$ cat config.mk
export PLATFORM = sky130hd
export DESIGN_NAME = uart_tx_arbiter
export DESIGN_NICKNAME = d
export VERILOG_FILES = /design/src/rtl/uart_tx_arb_pkg.sv /design/src/rtl/uart_tx_arbiter_rr_picker.sv /design/src/rtl/uart_tx_arbiter.sv
export SDC_FILE = /design/constraint.sdc
export NUM_CORES = 1
export LEC_CHECK = 0
export CELL_PAD_IN_SITES_DETAIL_PLACEMENT = 0
export CELL_PAD_IN_SITES_GLOBAL_PLACEMENT = 1
export CORE_MARGIN = 5
export CORE_UTILIZATION = 29
export CTS_CLUSTER_SIZE = 25
export DETAILED_ROUTE_END_ITERATION = 8
export PLACE_DENSITY = 0.75
export SLEW_MARGIN = 30
export SYNTH_ARGS = -nofsm -noshare
export SYNTH_HDL_FRONTEND = slang
export SYNTH_SLANG_ARGS = --single-unit
$ cat constraint.sdc
create_clock -name clk -period 1.9 [get_ports clk]
set_input_delay 0.285 -clock clk [delete_from_list [all_inputs] [get_ports clk]]
set_output_delay 0.285 -clock clk [all_outputs]
set_load 0.02 [all_outputs]
$ cat src/rtl/uart_tx_arb_pkg.sv
// Shared types and defaults for the UART transmit arbiter and its round-robin picker.
package uart_tx_arb_pkg;

    typedef enum logic [1:0] {
        IDLE   = 2'd0,
        ACCEPT = 2'd1,
        SEND   = 2'd2,
        DRAIN  = 2'd3
    } arb_state_t;

    localparam int NREQ_DEF = 4;
    localparam int DW_DEF   = 8;
    localparam int IDW      = $clog2(NREQ_DEF);

    // Reduces a sum below 2*n modulo n without a divider, so non-power-of-two n works.
    function automatic int wrap_idx(input int v, input int n);
        return (v >= n) ? v - n : v;
    endfunction

endpackage

$ cat src/rtl/uart_tx_arbiter_rr_picker.sv
// Combinational round-robin picker: first set request at or above ptr_i, wrapping upward.
module rr_picker
    import uart_tx_arb_pkg::*;
#(
    parameter int N  = NREQ_DEF,
    parameter int PW = IDW
) (
    input  logic [N-1:0]  req_i,
    input  logic [PW-1:0] ptr_i,
    output logic [PW-1:0] idx_o,
    output logic          any_o
);

    logic [PW-1:0] cand;

    // Scan farthest-first so the candidate closest to the pointer is the one left standing.
    always_comb begin
        idx_o = ptr_i;
        any_o = 1'b0;
        cand  = '0;
        for (int k = N - 1; k >= 0; k--) begin
            cand = PW'(wrap_idx(int'(ptr_i) + k, N));
            if (req_i[cand]) begin
                idx_o = cand;
                any_o = 1'b1;
            end
        end
    end

endmodule

$ cat src/rtl/uart_tx_arbiter.sv
// Packet-granular round-robin sharing of one UART transmitter between NREQ byte sources.
// Optional send watchdog enabled by defining UART_TX_ARB_TIMEOUT_EN.
module uart_tx_arbiter
    import uart_tx_arb_pkg::*;
#(
    parameter int NREQ           = NREQ_DEF,
    parameter int DW             = DW_DEF,
    parameter int TIMEOUT_CYCLES = 16
) (
    input  logic                     clk,
    input  logic                     reset,
    input  logic [NREQ-1:0]          req_valid,
    input  logic [NREQ*DW-1:0]       req_data,
    input  logic [NREQ-1:0]          req_last,
    output logic [NREQ-1:0]          req_ready,
    output logic                     tx_send,
    output logic [DW-1:0]            tx_data,
    input  logic                     tx_done,
    output logic                     busy,
    output logic [$clog2(NREQ)-1:0]  grant_id,
    output logic                     err_timeout
);

    localparam int GW = $clog2(NREQ);

    arb_state_t    state_q;
    logic [GW-1:0] grant_q;
    logic [GW-1:0] ptr_q;
    logic          busy_q;
    logic          tx_send_q;
    logic [DW-1:0] tx_data_q;
    logic          last_q;

    logic [GW-1:0] win;
    logic          any_req;
    logic [GW-1:0] ptr_d;
    logic          accept;
    logic [DW-1:0] lane_data [NREQ];

    rr_picker #(.N(NREQ), .PW(GW)) u_pick (
        .req_i (req_valid),
        .ptr_i (ptr_q),
        .idx_o (win),
        .any_o (any_req)
    );

    always_comb begin
        for (int i = 0; i < NREQ; i++) begin
            lane_data[i] = req_data[i*DW +: DW];
        end
    end

    assign ptr_d  = (grant_q == GW'(NREQ - 1)) ? '0 : grant_q + GW'(1);
    assign accept = (state_q == ACCEPT) && req_valid[grant_q] && tx_done;

    always_comb begin
        req_ready = '0;
        if (accept) begin
            req_ready[grant_q] = 1'b1;
        end
    end

`ifdef UART_TX_ARB_TIMEOUT_EN
    localparam int CW = $clog2(TIMEOUT_CYCLES + 1);
    logic [CW-1:0] cnt_q;
    logic          err_q;
`else
    localparam int unused_timeout = TIMEOUT_CYCLES;
`endif

    always_ff @(posedge clk) begin
        if (!reset) begin
            state_q   <= IDLE;
            grant_q   <= '0;
            ptr_q     <= '0;
            busy_q    <= 1'b0;
            tx_send_q <= 1'b0;
            tx_data_q <= '0;
            last_q    <= 1'b0;
`ifdef UART_TX_ARB_TIMEOUT_EN
            cnt_q     <= '0;
            err_q     <= 1'b0;
`endif
        end else begin
            case (state_q)
                IDLE: begin
                    if (any_req) begin
                        grant_q <= win;
                        busy_q  <= 1'b1;
                        state_q <= ACCEPT;
                    end
                end
                ACCEPT: begin
                    if (accept) begin
                        tx_data_q <= lane_data[grant_q];
                        last_q    <= req_last[grant_q];
                        tx_send_q <= 1'b1;
                        state_q   <= SEND;
`ifdef UART_TX_ARB_TIMEOUT_EN
                        cnt_q     <= '0;
`endif
                    end
                end
                SEND: begin
                    if (!tx_done) begin
                        tx_send_q <= 1'b0;
                        state_q   <= DRAIN;
                    end
`ifdef UART_TX_ARB_TIMEOUT_EN
                    // Transmitter never went busy: abandon the packet and move past this owner.
                    else if (cnt_q == CW'(TIMEOUT_CYCLES - 1)) begin
                        tx_send_q <= 1'b0;
                        err_q     <= 1'b1;
                        ptr_q     <= ptr_d;
                        busy_q    <= 1'b0;
                        state_q   <= IDLE;
                    end else begin
                        cnt_q <= cnt_q + CW'(1);
                    end
`endif
                end
                DRAIN: begin
                    if (tx_done) begin
                        if (last_q) begin
                            ptr_q   <= ptr_d;
                            busy_q  <= 1'b0;
                            state_q <= IDLE;
                        end else begin
                            state_q <= ACCEPT;
                        end
                    end
                end
                default: state_q <= IDLE;
            endcase
        end
    end

    assign tx_send  = tx_send_q;
    assign tx_data  = tx_data_q;
    assign busy     = busy_q;
    assign grant_id = grant_q;
`ifdef UART_TX_ARB_TIMEOUT_EN
    assign err_timeout = err_q;
`else
    assign err_timeout = 1'b0;
`endif

endmodule

==> Yosys cells after proc, flatten, opt, wreduce, memory -nomap -nowiden <==
Cells that the tools add are included.
{ "word_totals": {"ff_bits": 17, "latchBits": 0, "ram_bits": 0, "rom_bits": 0, "in_bits": 43, "out_inout_bits": 17, "memories": 0} }
{ "op_classes": {"n_addsub": 8, "mul": 0, "n_div": 0, "order_cmp": 11, "eq_ne": 9, "n_shift": 0, "n_mux": 44, "bitwise_logic": 1, "n_reduce_logical": 12} }
{ "op_table": {"columns": ["op", "n"], "rows": [
  ["$mux 2", 13],
  ["$mux 1", 17],
  ["$bmux 8 s2", 1],
  ["$mux 8", 2],
  ["$lt 2x3->1 const B", 5],
  ["$bmux 1 s2", 6],
  ["$ge 3x3->1 const B", 4],
  ["$ne 2x2->1 const B", 5],
  ["$pmux 2 s4", 1],
  ["$reduce_and 4->1", 2],
  ["$sub 2x1->2 const B", 4],
  ["$add 2x2->3 const B", 2],
  ["$eq 2x2->1 const B", 3],
  ["$reduce_and 3->1", 2],
  ["$mux 4", 1],
  ["$pmux 1 s2", 2],
  ["$reduce_and 2->1", 2],
  ["$reduce_bool 2->1", 2],
  ["$add 2x1->3 const B", 1],
  ["$ge 2x3->1 const B", 1],
  ["$logic_and 1x1->1", 3],
  ["$not 2->3", 1],
  ["$add 2x1->2 const B", 1],
  ["$demux 1 s2", 1],
  ["3 further kinds", 3]
]} }

==> Logic depth before layout (Yosys ltp) <==
{ "logic_depth": {"ltp_word": 11, "ltp_mapped": 6, "depth_no_buf": 6} }

==> Cells and area by module <==
Synthesis repeated with hierarchy kept, for this count alone.
{ "unflattened": {"cells_unflattened": 128, "hier_area_um2": 1272.5} }
{ "by_module_without_submodules": {"columns": ["mod", "instances", "cells_per_inst", "area_per_inst_um2", "seq_area_each_um2"], "rows": [
  ["uart_tx_arbiter", 1, 112, 1172.4, 340.3],
  ["rr_picker", 1, 16, 100.1, 0.0]
]} }

==> Worst setup path after synthesis <==
OpenSTA, ideal clock, no wires.
{ "synth_path": {"path_kind": "register to output", "start": "reg grant_q[0], in the netlist grant_id[0]", "end": "out req_ready[0]", "arrival_ns": 1.549, "t_required_ns": 1.615, "setup_slack_ns": 0.066, "stages_incl_launch_ff": 6, "cell_sequence": "dfxtp_1 -> buf_6 -> mux4_2 -> nand3_4 -> buf_12 -> nor2_1"} }
{ "synth_via": {"elab_chain_len": 5} }
{ "synth_rtl": {"columns": ["element", "line_no", "rtl"], "rows": [
  ["from (decl)", "uart_tx_arbiter.sv:27", "logic [GW-1:0] grant_q;"],
  ["from (signal assigned)", "uart_tx_arbiter.sv:88", "grant_q <= win;"],
  ["$lt 2x3->1 (not written as such) (tied with other cells)", "uart_tx_arbiter.sv:59", "req_ready[grant_q] = 1'b1;"],
  ["$logic_and 1x1->1 (not written as such) or $mux 1 (tied branches)", "uart_tx_arbiter.sv:59, uart_tx_arbiter.sv:54", null],
  ["$mux 1 (not written as such) or $logic_and 1x1->1 (tied branches)", "uart_tx_arbiter.sv:59, uart_tx_arbiter.sv:54", null],
  ["$demux 1 s2 or $logic_and 1x1->1 (tied branches)", "uart_tx_arbiter.sv:59, uart_tx_arbiter.sv:54", null],
  ["$mux 4 *", "uart_tx_arbiter.sv:58", "if (accept) begin"],
  ["to (decl)", "uart_tx_arbiter.sv:15", "output logic [NREQ-1:0] req_ready,"]
]} }
Mark *: on every way between the ends. The rest lies on a longest branch, timed or not. The select of a mux whose other input is x is not followed.

==> Worst setup path in the final report <==
{ "layout_path": {"start": "in req_valid[0]", "end": "out req_ready[2]"} }
{ "layout_via": {"elab_chain_len": 5} }
{ "layout_rtl": {"columns": ["element", "line_no", "rtl"], "rows": [
  ["from (decl)", "uart_tx_arbiter.sv:12", "input logic [NREQ-1:0] req_valid,"],
  ["$bmux 1 s2", "uart_tx_arbiter.sv:54", "assign accept = (state_q == ACCEPT) && req_valid[grant_q] && tx_done;"],
  ["$mux 1 (not written as such)", "uart_tx_arbiter.sv:54", null],
  ["$logic_and 1x1->1 (2 in series)", "uart_tx_arbiter.sv:54", null],
  ["$mux 4", "uart_tx_arbiter.sv:58", null]
]} }
No other way between the ends. The select of a mux whose other input is x is not followed.

==> impl_metrics.py <==
metrics = {
    "worst_setup_path": {
        "path_class": "in -> out",
        "crit_chain": "clkdlybuf4s50_1, mux4_2, nand3_4, nor2_1, buf_2",
        "startpoint_type": "primary input",
        "critPathBufInv": 2,
        "cp.arrival_ns": 1.56,
        "crit_family": "buffers and inverters",
        "critPathMaxStageDelay_ns": 0.52,
        "crit_fanout": 5,
        "crit_slowest_cell": "mux4_2",
        "worstSetupEndpointType": "primary output",
        "crit_required_ns": 1.62,
    },
    "die": {
        "core_area_sq_um": 4090,
        "pin_count": 60,
        "fp.dieH_microns": 75.6,
        "dieArea_sq_um": 5710,
        "initial_core_util_pct": 30.5,
        "num_rows": 23,
        "die_w_microns": 75.6,
    },
    "cells_and_area": {
        "fin_nets": 249,
        "final_common_cell": "clkdlybuf4s50_1",
        "syn2layout_area_growth_pct": 58.4,
        "drive_above_1_share_pct": 18.9,
        "mostFrequentLayoutCells": "clkdlybuf4s50_1 (53), nor2_1 (18), dfxtp_1 (17)",
        "design_area_sq_um": 1980,
        "num_antenna_cells": 0,
        "fillerInstances": 403,
        "multi_input_area_sq_um": 806,
        "seq_area_sq_um": 340,
        "fin_util_pct": 48.3,
    },
    "sta": {
        "rsz0062_at_grt": "false",
        "slew_headroom_pct": 66.3,
        "finalCritPeriodShare_pct": 97.3,
        "hold_viol": 0,
        "layout_min_cycle_time_ns": 1.85,
        "final-max-slew-violation-count": 0,
        "setup_viol": 0,
        "fmax_mhz": 541,
        "tns_ns": 0,
        "holdWs_ns": 0.498,
        "fin_skew_ns": 0.0102,
        "tightest_slew_ns": 0.505,
    },
    "yosys": {
        "syn-num-nets": 178,
        "avgSynthCellArea_sq_um": 9.90,
        "synth_area_leaders": "dfxtp_1 (27%), mux4_2 (16%), mux2i_1 (10%), ha_1 (9.0%), nor2_1 (5.4%)",
        "yosys_warnings": 0,
        "syn-cell-area_sq_um": 1250,
        "synth-seq-cells": 17,
        "yosysUniqueCellTypes": 36,
        "postSynth.asyncResetShare_pct": 0,
        "synth_top_area_cell": "dfxtp_1",
        "synth_edf_count": 0,
        "synth_top_cell_area_share_pct": 27.3,
        "ys.flop_type": "dfxtp_1",
        "ys_seq_area_share_pct": 27.3,
        "syn_inst": 126,
    },
    "routing": {
        "wirelength_microns": 3870,
        "wl_per_cell_microns": 15.7,
        "first_iter_violations": 46,
        "met1_length_microns": 1560,
        "topRoutingLayerUsed": "met4",
        "final_antenna_net_count": 0,
        "wl_met3_microns": 175,
        "vias": 1219,
        "route.detailed.drc": 0,
        "via_per_inst": 4.96,
        "firstDrtPassIters": 4,
        "wl_met2_microns": 2080,
    },
    "global_routing": {
        "grt_pass1_wl_microns": 6410,
        "grt_usage_pct": 15.1,
        "grt_max_degree": 16,
        "grt_remaining_overflow": 0,
        "first_global_vias": 1269,
        "antenna_found_initial": 0,
    },
    "cts": {
        "cts_buffer_depth": 2,
        "root_buffer": "clkbuf_8",
        "clkTransAtPathRegs_ns": 0.06,
        "clkLatencyLatePin_ns": 0.26,
        "cts.htree.levels": 1,
        "cts_tree": "built",
        "postCtsHoldBufs": 0,
        "numCtsBuffers": 3,
        "clock_sinks": 17,
    },
    "placement": {
        "gp_congestion": 0.864,
        "placed_area_sq_um": 1940,
        "place_hpwl_microns": 3260,
        "port_buffers": 58,
    },
    "worst_hold_path": {
        "min_path_type": "reg -> reg",
    },
    "power": {
        "report.power.total_mw": 1.60,
        "power_density_nw_per_um2": 812,
        "irDropWorstVdd_uv": 410,
        "p_leak_nw": 0.836,
    },
    "outcome": {
        "status": "completed",
    },
    "flow_run": {
        "cap_violations": 0,
    },
}
[final cells by class]
cell class / instances / share of cell area (%)
Inverter: 15 / 2.85
Timing Repair Buffer: 72 / 33.6
Clock inverter: 1 / 0.253
Tap cell: 50 / 3.17
Sequential cell: 17 / 17.2
Multi-Input combinational cell: 88 / 40.8
Clock buffer: 3 / 2.09
[kinds of logic after synthesis]
logic type | Yosys count | share of synthesized area [%]
AND/OR/NAND/NOR | 37 | 15.1
flip-flops | 17 | 27.3
multiplexers | 23 | 28.8
AO/OA/AOI/OAI | 18 | 10.8
adder cells (fa/ha/maj) | 9 | 9.03
buffers and inverters | 21 | 8.63
other | 1 | 0.301
[through the flow]
stage               setup slack (ns)  cells
detailed placement            -0.348    242
global placement              -0.312    242
global route                 0.00485    246
CTS                           0.0446    246
floorplan                     0.0658    126
finish                        0.0510    246
[routing by layer]
layer	global-route usage (%)	vias to the layer above
li1	-	590
met3	2.64	5
met2	27.3	30
met4	5.63	0
met1	17.7	594
met5	0	-
[synth_stat cells (2+ instances only)]
| cell type | instances |
|---|---|
| a211oi_1 | 2 |
| a21oi_1 | 5 |
| clkbuf_1 | 2 |
| dfxtp_1 | 17 |
| ha_1 | 9 |
| inv_1 | 15 |
| mux2i_1 | 13 |
| mux4_2 | 9 |
| nand2_1 | 5 |
| nand2b_1 | 2 |
| nand3_1 | 2 |
| nor2_1 | 18 |
| nor2b_1 | 2 |
| nor3_1 | 2 |
| nor3b_1 | 2 |
[repair_timing]
action | CTS | global route
pin swaps | 1 | 0
gates resized for setup | 17 | 1
buffers inserted | 0 | 0
endpoints found under the setup margin | 5 | 2
[worst register-to-register path, stage by stage, from the launching register on]
cell and delay (ns):
dfxtp_1 0.40, inv_1 0.11, ha_1 0.25, buf_4 0.17, nor3_1 0.18, a21boi_0 0.21, a31o_2 0.17, mux2i_1 0.18
[power by group]
part	total (mW)	switching [mW]	internal, mW
clock	0.277	0.131	0.146
sequential	0.464	0.0485	0.415
combinational	0.863	0.420	0.443
[state kept, by name, indices dropped and copies added, names as in the netlist]
name / cells
last_q: 1
tx_data: 8
ptr_q: 2
state_q: 2
grant_id: 2
busy: 1
tx_send: 1
[path summary, 6_finish.rpt]
| path | from | end | slack (ns) | cells after the start |
|---|---|---|---|---|
| max reg2reg | state_q[1] | state_q[1] | 0.17 | 7 |
| min | tx_data[3] | tx_data[3] | 0.50 | 2 |
| min reg2reg | tx_data[3] | tx_data[3] | 0.50 | 2 |
| max | req_valid[0] | req_ready[2] | 0.05 | 5 |
No activity file was read; power rests on OpenSTA's default activity.
